$ cat src/rtl/r2r_dac_sequencer.sv
// Sample-rate scheduler and waveform sequencer driving the 8-bit R2R DAC code bus.
module r2r_dac_sequencer #(
  parameter int unsigned DIV_WIDTH  = 16,
  parameter int unsigned FIFO_DEPTH = 4
) (
  input  logic       clk,
  input  logic       rst,
  input  logic       cfg_we,
  input  logic [1:0] cfg_addr,
  input  logic [7:0] cfg_data,
  input  logic       s_valid,
  input  logic [7:0] s_data,
  output logic       s_ready,
  output logic [7:0] r2r_out,
  output logic       sample_tick,
  output logic       underrun
);

  localparam int unsigned PTR_W = (FIFO_DEPTH > 1) ? $clog2(FIFO_DEPTH) : 1;
  localparam int unsigned CNT_W = PTR_W + 1;

  typedef enum logic [1:0] {
    MODE_EXT = 2'd0,
    MODE_SAW = 2'd1,
    MODE_TRI = 2'd2,
    MODE_SQR = 2'd3
  } mode_e;

  typedef enum logic {
    DIR_UP   = 1'b0,
    DIR_DOWN = 1'b1
  } dir_e;

  mode_e                mode_q, mode_d;
  dir_e                 dir_q, dir_d;
  logic                 enable_q, enable_d;
  logic [DIV_WIDTH-1:0] div_q, div_d;
  logic [DIV_WIDTH-1:0] count_q, count_d;
  logic [7:0]           step_q, step_d;
  logic [7:0]           r2r_d;
  logic                 tick_d;
  logic                 underrun_d;

  logic [7:0]           mem [FIFO_DEPTH];
  logic [PTR_W-1:0]     wr_ptr_q, wr_ptr_d;
  logic [PTR_W-1:0]     rd_ptr_q, rd_ptr_d;
  logic [CNT_W-1:0]     fill_q, fill_d;

  logic                 ctrl_wr;
  logic                 fifo_clear;
  logic                 fifo_empty;
  logic                 fifo_full;
  logic                 tick_int;
  logic                 push;
  logic                 pop;
  logic [8:0]           tri_sum;
  logic [15:0]          div_wide;

  // Next-state logic for config, divider, waveform generator and FIFO pointers
  always_comb begin
    mode_d     = mode_q;
    enable_d   = enable_q;
    div_d      = div_q;
    step_d     = step_q;
    count_d    = count_q;
    dir_d      = dir_q;
    r2r_d      = r2r_out;
    tick_d     = 1'b0;
    underrun_d = underrun;
    wr_ptr_d   = wr_ptr_q;
    rd_ptr_d   = rd_ptr_q;
    fill_d     = fill_q;
    div_wide   = 16'(div_q);
    tri_sum    = {1'b0, r2r_out} + {1'b0, step_q};

    ctrl_wr    = cfg_we && (cfg_addr == 2'd0);
    fifo_clear = ctrl_wr && cfg_data[3];
    fifo_empty = (fill_q == '0);
    fifo_full  = (fill_q == CNT_W'(FIFO_DEPTH));
    tick_int   = enable_q && (count_q >= div_q);
    push       = s_valid && !fifo_full && !fifo_clear;
    pop        = tick_int && !ctrl_wr && (mode_q == MODE_EXT) && !fifo_empty;

    // A CTRL write restarts the waveform phase and wins over a coincident tick
    if (ctrl_wr) begin
      mode_d     = mode_e'(cfg_data[1:0]);
      enable_d   = cfg_data[2];
      count_d    = '0;
      r2r_d      = 8'h00;
      dir_d      = DIR_UP;
      underrun_d = 1'b0;
    end else if (!enable_q) begin
      count_d = '0;
    end else if (tick_int) begin
      count_d = '0;
      tick_d  = 1'b1;
      unique case (mode_q)
        MODE_EXT: begin
          if (fifo_empty) underrun_d = 1'b1;
          else            r2r_d      = mem[rd_ptr_q];
        end
        MODE_SAW: r2r_d = r2r_out + step_q;
        MODE_TRI: begin
          if (dir_q == DIR_UP) begin
            r2r_d = tri_sum[8] ? 8'hFF : tri_sum[7:0];
            if (r2r_d == 8'hFF) dir_d = DIR_DOWN;
          end else begin
            r2r_d = (r2r_out < step_q) ? 8'h00 : (r2r_out - step_q);
            if (r2r_d == 8'h00) dir_d = DIR_UP;
          end
        end
        MODE_SQR: r2r_d = (r2r_out == 8'h00) ? 8'hFF : 8'h00;
        default:  r2r_d = r2r_out;
      endcase
    end else begin
      count_d = count_q + DIV_WIDTH'(1);
    end

    if (cfg_we && (cfg_addr == 2'd1)) div_wide[7:0]  = cfg_data;
    if (cfg_we && (cfg_addr == 2'd2)) div_wide[15:8] = cfg_data;
    div_d = DIV_WIDTH'(div_wide);
    if (cfg_we && (cfg_addr == 2'd3)) step_d = cfg_data;

    if (fifo_clear) begin
      wr_ptr_d = '0;
      rd_ptr_d = '0;
      fill_d   = '0;
    end else begin
      if (push) wr_ptr_d = wr_ptr_q + PTR_W'(1);
      if (pop)  rd_ptr_d = rd_ptr_q + PTR_W'(1);
      fill_d = fill_q + CNT_W'(push) - CNT_W'(pop);
    end
  end

  // State and output registers
  always_ff @(posedge clk) begin
    if (rst) begin
      mode_q      <= MODE_EXT;
      enable_q    <= 1'b0;
      div_q       <= '0;
      step_q      <= 8'h01;
      count_q     <= '0;
      dir_q       <= DIR_UP;
      r2r_out     <= 8'h00;
      sample_tick <= 1'b0;
      underrun    <= 1'b0;
      wr_ptr_q    <= '0;
      rd_ptr_q    <= '0;
      fill_q      <= '0;
    end else begin
      mode_q      <= mode_d;
      enable_q    <= enable_d;
      div_q       <= div_d;
      step_q      <= step_d;
      count_q     <= count_d;
      dir_q       <= dir_d;
      r2r_out     <= r2r_d;
      sample_tick <= tick_d;
      underrun    <= underrun_d;
      wr_ptr_q    <= wr_ptr_d;
      rd_ptr_q    <= rd_ptr_d;
      fill_q      <= fill_d;
    end
  end

  // Sample storage; contents are only meaningful between the pointers
  always_ff @(posedge clk) begin
    if (push) mem[wr_ptr_q] <= s_data;
  end

  assign s_ready = (fill_q != CNT_W'(FIFO_DEPTH));

endmodule

$ cat config.mk
export PLATFORM = sky130hd
export DESIGN_NAME = r2r_dac_sequencer
export DESIGN_NICKNAME = d
export VERILOG_FILES = /design/src/rtl/r2r_dac_sequencer.sv
export SDC_FILE = /design/constraint.sdc
export NUM_CORES = 1
export LEC_CHECK = 0
export ABC_CLOCK_PERIOD_IN_PS = 4870
export BUFFER_PORTS_ARGS = -buffer_cell sky130_fd_sc_hd__buf_4
export CAP_MARGIN = 15
export CORE_ASPECT_RATIO = 2
export CORE_MARGIN = 2
export CORE_UTILIZATION = 35
export DETAILED_ROUTE_END_ITERATION = 12
export PLACE_DENSITY = 0.57
export SYNTH_ARGS = -nofsm -noshare
export SYNTH_HDL_FRONTEND = slang
export SYNTH_SLANG_ARGS = --single-unit
$ cat constraint.sdc
create_clock -name clk -period 4.87 [get_ports clk]
set_input_delay 0.487 -clock clk [delete_from_list [all_inputs] [get_ports clk]]
set_output_delay 0.487 -clock clk [all_outputs]
set_load 0.005 [all_outputs]
# Yosys cells after proc, flatten, opt, wreduce, memory -nomap -nowiden
# Memory sizes are Yosys's and may differ from the RTL's. A register that Yosys moved wholly into a read port is not among the register bits.
# Cells that the tools add are included.
[op_classes]
n_addsub = 8
order_cmp = 2
n_eq_ne = 10
muxes = 14
n_bitwise = 1
reduce_logical = 27
[op_table]
columns = ["operator", "count"]
rows = [
  ["2-to-1 mux 8 bit", 5],
  ["one-hot mux 8 bit (4 select lines)", 1],
  ["adder 16 x 1 -> 16 bit, second input constant", 1],
  ["greater-or-equal comparator 16 bit", 1],
  ["logical NOT 8 bit", 2],
  ["logical AND 1 bit", 11],
  ["adder 8 x 8 -> 9 bit", 1],
  ["adder 8 bit", 1],
  ["== test 2 bit, second input constant", 4],
  ["== test 8 bit, second input constant", 1],
  ["less-than comparator 8 bit", 1],
  ["subtractor 8 bit", 1],
  ["2-to-1 mux 1 bit", 6],
  ["AND reduction 3 bit", 2],
  ["adder 2 x 1 -> 2 bit, second input constant", 2],
  ["== test 2 x 1 -> 1 bit, second input constant", 2],
  ["logical NOT 1 bit", 4],
  ["logical NOT 2 bit", 2],
  ["2-to-1 mux 2 bit", 2],
  ["AND reduction 4 bit", 1],
  ["OR reduction 2 bit", 2],
  ["OR reduction 4 bit", 1],
  ["adder 3 x 1 -> 3 bit", 1],
  ["== test 3 bit, second input constant", 1],
  ["6 further kinds", 6],
]
[totals]
regBits = 61
ram_bits = 32
n_memories = 1
[memory_table]
columns = ["name", "words", "word_bits", "rd", "rd_ports_with_merged_regs", "wr", "line_no", "rtl"]
rows = [
  ["mem", 4, 8, 1, 1, 1, "44", "logic [7:0] mem [FIFO_DEPTH];"],
]

# Logic depth before layout (Yosys ltp)
[depth]
word_depth = 8
depth_mapped = 15
depth_no_buf = 15

# Least setup slack after synthesis
# Ideal clock, no wire load.
[synth_path]
kind = "reg-to-reg"
startpoint = "register div_q[13]"
endpoint = "register fill_q[2]"
setup_time_ps = 120
t_arrival_ps = 2738
required_time_ps = 4750
slack_ps = 2012
path_stages_with_launch = 16
n_path_buf = 0
synth_period_minus_slack_ps = 2858
path_cell_list = "dfxtp_1 > inv_1 > ha_1 > a21o_1 > a211oi_1 > a2bb2oi_1 > o21ai_1 > and3_1 > ha_1 > inv_1 > ha_1 > inv_1 > fa_1 > xor2_1 > xnor2_1 > nor2_1"
[synth_between]
elab_chain_cells = 6
[synth_rtl]
columns = ["element", "line_no", "rtl"]
rows = [
  ["start, declared", "37", "logic [DIV_WIDTH-1:0] div_q, div_d;"],
  ["start signal, assigned", "153", "div_q <= div_d;"],
  ["greater-or-equal comparator 16 bit", "80", "tick_int = enable_q && (count_q >= div_q);"],
  ["logical AND 1 bit", "80", ""],
  ["logical AND 1 bit (3 in series)", "82", "pop = tick_int && !ctrl_wr && (mode_q == MODE_EXT) && !fifo_empty;"],
  ["named net pop", "55", "logic pop;"],
  ["subtractor 3 x 1 -> 3 bit", "131", "fill_d = fill_q + CNT_W'(push) - CNT_W'(pop);"],
  ["end signal, assigned", "162", "fill_q <= fill_d;"],
  ["end, declared", "47", "logic [CNT_W-1:0] fill_q, fill_d;"],
]
# The timed path passes the listed nets, and every way through them passes these cells.
# A chain may end at the register's enable or synchronous reset.

# Final worst setup path
# Ends and elaborated chain as after synthesis.

==> flow_summary.rst <==
.. list-table::
   :header-rows: 1

   * - Metric
     - Value
   * - Post-synthesis to final-layout area growth
     - 12.9%
   * - Worst Setup Start Kind
     - register
   * - Netlist area before placement
     - ~5300 um2
   * - Crit Path Max Fanout
     - 8
   * - Endpoint required time on the critical path
     - around 5000 ps
   * - Path type of the worst min-delay path
     - primary input to register
   * - Average wire per cell in the routed design
     - 16.6 um
   * - Number of search-and-repair iterations in the first detailed-routing pass
     - 4
   * - Worst-case vdd ir drop
     - between 0.0001 and 0.00015 V
   * - Most instantiated flip-flop cell in the synthesis netlist
     - dfxtp_1
   * - CTS max path bufs
     - 2
   * - Via density
     - between 5 and 6
   * - Largest cells by area after synthesis
     - dfxtp_1, edfxtp_1, ha_1
   * - Sequential power share
     - 0.494
   * - Number of DRC violations after detailed-routing iteration 0
     - a little under 300
   * - Worst slew margin relative to its limit
     - 0.435
   * - Number of top-level pins
     - 33
   * - Unrepaired setup endpoints after global routing
     - no
   * - Global-route wire length before repair
     - ~21 mm
   * - Dominant cell by count in the synthesized netlist
     - nor2_1
   * - Number of levels in the clock H-tree
     - 3
   * - Outcome
     - finished, final reports clean
   * - Post-synthesis sequential area ratio
     - 0.421
   * - Site Rows
     - 63
   * - Hold Buf Count CTS
     - 0
   * - PostCTS Resize Cnt
     - 0
   * - Insertion delay to the later sink of the worst-skew pair
     - 340 ps
   * - Total via count in the routed design
     - between 4,000 and 5,000
   * - Average instance area after synthesis
     - approximately 9.4 um2
   * - Most numerous cell types in the synthesized netlist
     - nor2_1, dfxtp_1, nand2_1
   * - Number of sinks driven by the clock tree
     - 95
   * - Placer's final routability congestion estimate
     - 0.950
   * - Leak
     - about 2.4 nW
   * - Clock period minus final worst setup slack
     - approximately 3200 ps
   * - Post-detailed-route count of antenna-violating nets
     - 0
   * - Arrival time of data at the critical path endpoint
     - 3400 ps
   * - Fin crit share
     - 0.652
   * - Worst clock skew
     - 7.78 ps
   * - Core area
     - about 15,000 um2
   * - Die height
     - around 180 um
   * - Starting density of the core
     - 0.356
   * - Switching power total
     - about 0.00044 W
   * - Area of placed instances
     - approximately 5700 um2
   * - Cell chosen for the clock root
     - clkbuf_16
   * - Count of pins over their slew limit
     - 0
   * - Worst-path clk slew
     - around 70 ps
   * - Setup tns final
     - 0 ps
   * - Number of diodes
     - 0
   * - Syn Nets
     - 624
   * - Net Sw Frac
     - 0.245
   * - Warning count from the yosys run
     - 0
   * - Total wirelength of the detailed-routed design
     - 13.0 mm
   * - Global routing usage summed across all routing layers
     - 0.164
   * - CTS tree
     - built
   * - Worst Setup Path Type
     - register to register
   * - Async set-reset flop share out of synthesis
     - 0
   * - Fin area
     - about 6000 um2
   * - Cell internal pwr
     - between 0.001 and 0.0015 W
   * - Antenna violations before repair
     - 0
   * - Detailed placer's ending HPWL
     - about 10 mm
   * - Proportion of layout cells with a drive suffix above 1
     - 0.104
   * - Filler cells
     - between 1,500 and 2,000
   * - Total of buffers placed on input and output ports
     - 32
   * - Proportion of power drawn by combinational gates
     - 0.126
   * - Post-synth EDFFs
     - 32
   * - PwrDens
     - ~300 nW/um2
   * - Number of max-cap violations
     - 0
   * - Clock share of power
     - 0.379
   * - Combined area of the multi-input logic cells
     - 2800 um2
   * - Number of cells produced by synthesis
     - between 500 and 600
   * - Type of destination of the critical path
     - register
   * - Pin slew with the least headroom to its limit
     - ~840 ps
   * - Remaining design rule violation count
     - 0
   * - Die X-Extent
     - just over 90 um
   * - Flip-flop and latch area
     - ~2200 um2
   * - Largest net degree at the start of global routing
     - 31
   * - Count of buffers added by post-CTS timing repair for setup
     - 0
   * - Post-synth top area cell
     - dfxtp_1
   * - Post-synth top area share
     - 0.239
   * - Max Freq
     - about 310 MHz
   * - Vias in the first global route
     - roughly 4,100
   * - Number of nets in the final layout
     - 647
   * - Overall overflow remaining after global route
     - 0
   * - Setup violation total in the final timing report
     - 0
   * - Floorplan die area
     - around 16,000 um2
   * - Number of register bits inferred by synthesis
     - 95
   * - Final-report hold violation count
     - 0
   * - Total clock buffers created by CTS
     - 9
   * - Count of distinct cell types in the synthesized netlist
     - 66
## worst paths after layout
kind	depth (start not counted)	slack, ps	from	end
max	15	1690	div_q[13]$_SDFFE_PP0P_	fill_q[2]$_SDFF_PP0_
min	1	350	s_data[3]	mem[3][3]$_DFFE_PP_
max reg2reg	15	1690	div_q[13]$_SDFFE_PP0P_	fill_q[2]$_SDFF_PP0_
min reg2reg	2	470	step_q[5]$_SDFFE_PP0P_	step_q[5]$_SDFFE_PP0P_
## cells by family (layout without fill, tap and decap cells)
group           count (synthesis)  count (layout)  synth area share
mux                            31              31            0.0779
compound gates                 96              96             0.121
fa+ha+maj                      42              42             0.104
xor+xnor                       27              27            0.0448
flops                          95              95             0.421
buf+inv                        65              93            0.0493
simple gates                  204             204             0.183
## final cells by class
type / instances / area share
multi-input combinational: 400 / 0.469
sequential: 95 / 0.373
timing repair buffer: 33 / 0.0415
tap: 195 / 0.0409
clock buffer: 12 / 0.0396
inverter: 44 / 0.0281
clock inverter: 4 / 0.00797
## per-stage QoR
| stage | hold slack, ps | utilization | cells | total power (W) | worst slack, ps |
|---|---|---|---|---|---|
| floorplan | 453 | - | 560 | 0.00105 | 2010 |
| CTS | 336 | 0.402 | 783 | 0.00181 | 1640 |
| global route | 342 | 0.402 | 783 | 0.00187 | 1460 |
| detailed placement | 467 | 0.383 | 767 | 0.00113 | 1660 |
| finish | 347 | 0.402 | 783 | 0.00179 | 1690 |
| global placement | 471 | 0.383 | 766 | 0.00112 | 1790 |
## sequential cells by signal, indices dropped and copies added, names as in the netlist, 3 cells and up, named ones only
| signal | cells |
|---|---|
| mem | 32 |
| count_q | 16 |
| div_q | 16 |
| r2r_out | 8 |
| step_q | 8 |
| fill_q | 3 |
## layout by cell type, fill, tap and decap left out, types with 3 or more instances in the layout
cell type	synthesis	layout
xor2_1	15	15
o211ai_1	3	3
nand4_1	7	7
ha_1	39	39
nor2_1	79	79
clkbuf_16	0	9
and2_1	6	6
xnor2_1	12	12
a31oi_1	4	4
nor4_1	3	3
inv_1	43	43
nand2_1	46	46
nor3_1	16	16
mux2i_1	22	22
nand2b_1	4	4
or3_1	5	5
nand3b_1	3	3
nor2b_1	4	4
dfxtp_1	63	63
nand3_1	10	10
a211oi_1	8	8
and3_1	11	11
edfxtp_1	32	32
o21ai_1	7	7
mux4_2	8	8
clkbuf_1	14	3
o21ai_0	12	12
a21oi_1	30	30
buf_4	0	33
fa_1	3	3
## routing by layer
layer / vias up / part of all wire / GRT usage / routed length, um
met2: 92 / 0.54 / 0.310 / 6990
met5: - / 0 / 0 / 0
met3: 47 / 0.023 / 0.0204 / 295
li1: 2021 / - / - / -
met4: 0 / 0.066 / 0.119 / 863
met1: 1954 / 0.37 / 0.160 / 4870
## power groups by stage
stage,registers [W],logic (W),clock network [W]
after floorplan,0.000891,0.000158,0
after global placement,0.000899,0.000220,0
after detailed placement,0.000902,0.000227,0
after CTS,0.000884,0.000228,0.000697
after global routing,0.000888,0.000252,0.000728
final,0.000884,0.000226,0.000678
## critical path, cell delays in order (launching register included)
cell	delay [ps]
dfxtp_1	330
inv_1	50
ha_1	310
a21o_1	200
a211oi_1	240
a2bb2oi_1	210
o21ai_1	220
and3_1	250
ha_1	270
inv_1	60
ha_1	130
inv_1	40
fa_1	360
xor2_1	190
xnor2_1	140
nor2_1	50
Note: power is estimated with default switching activity, not from simulation.
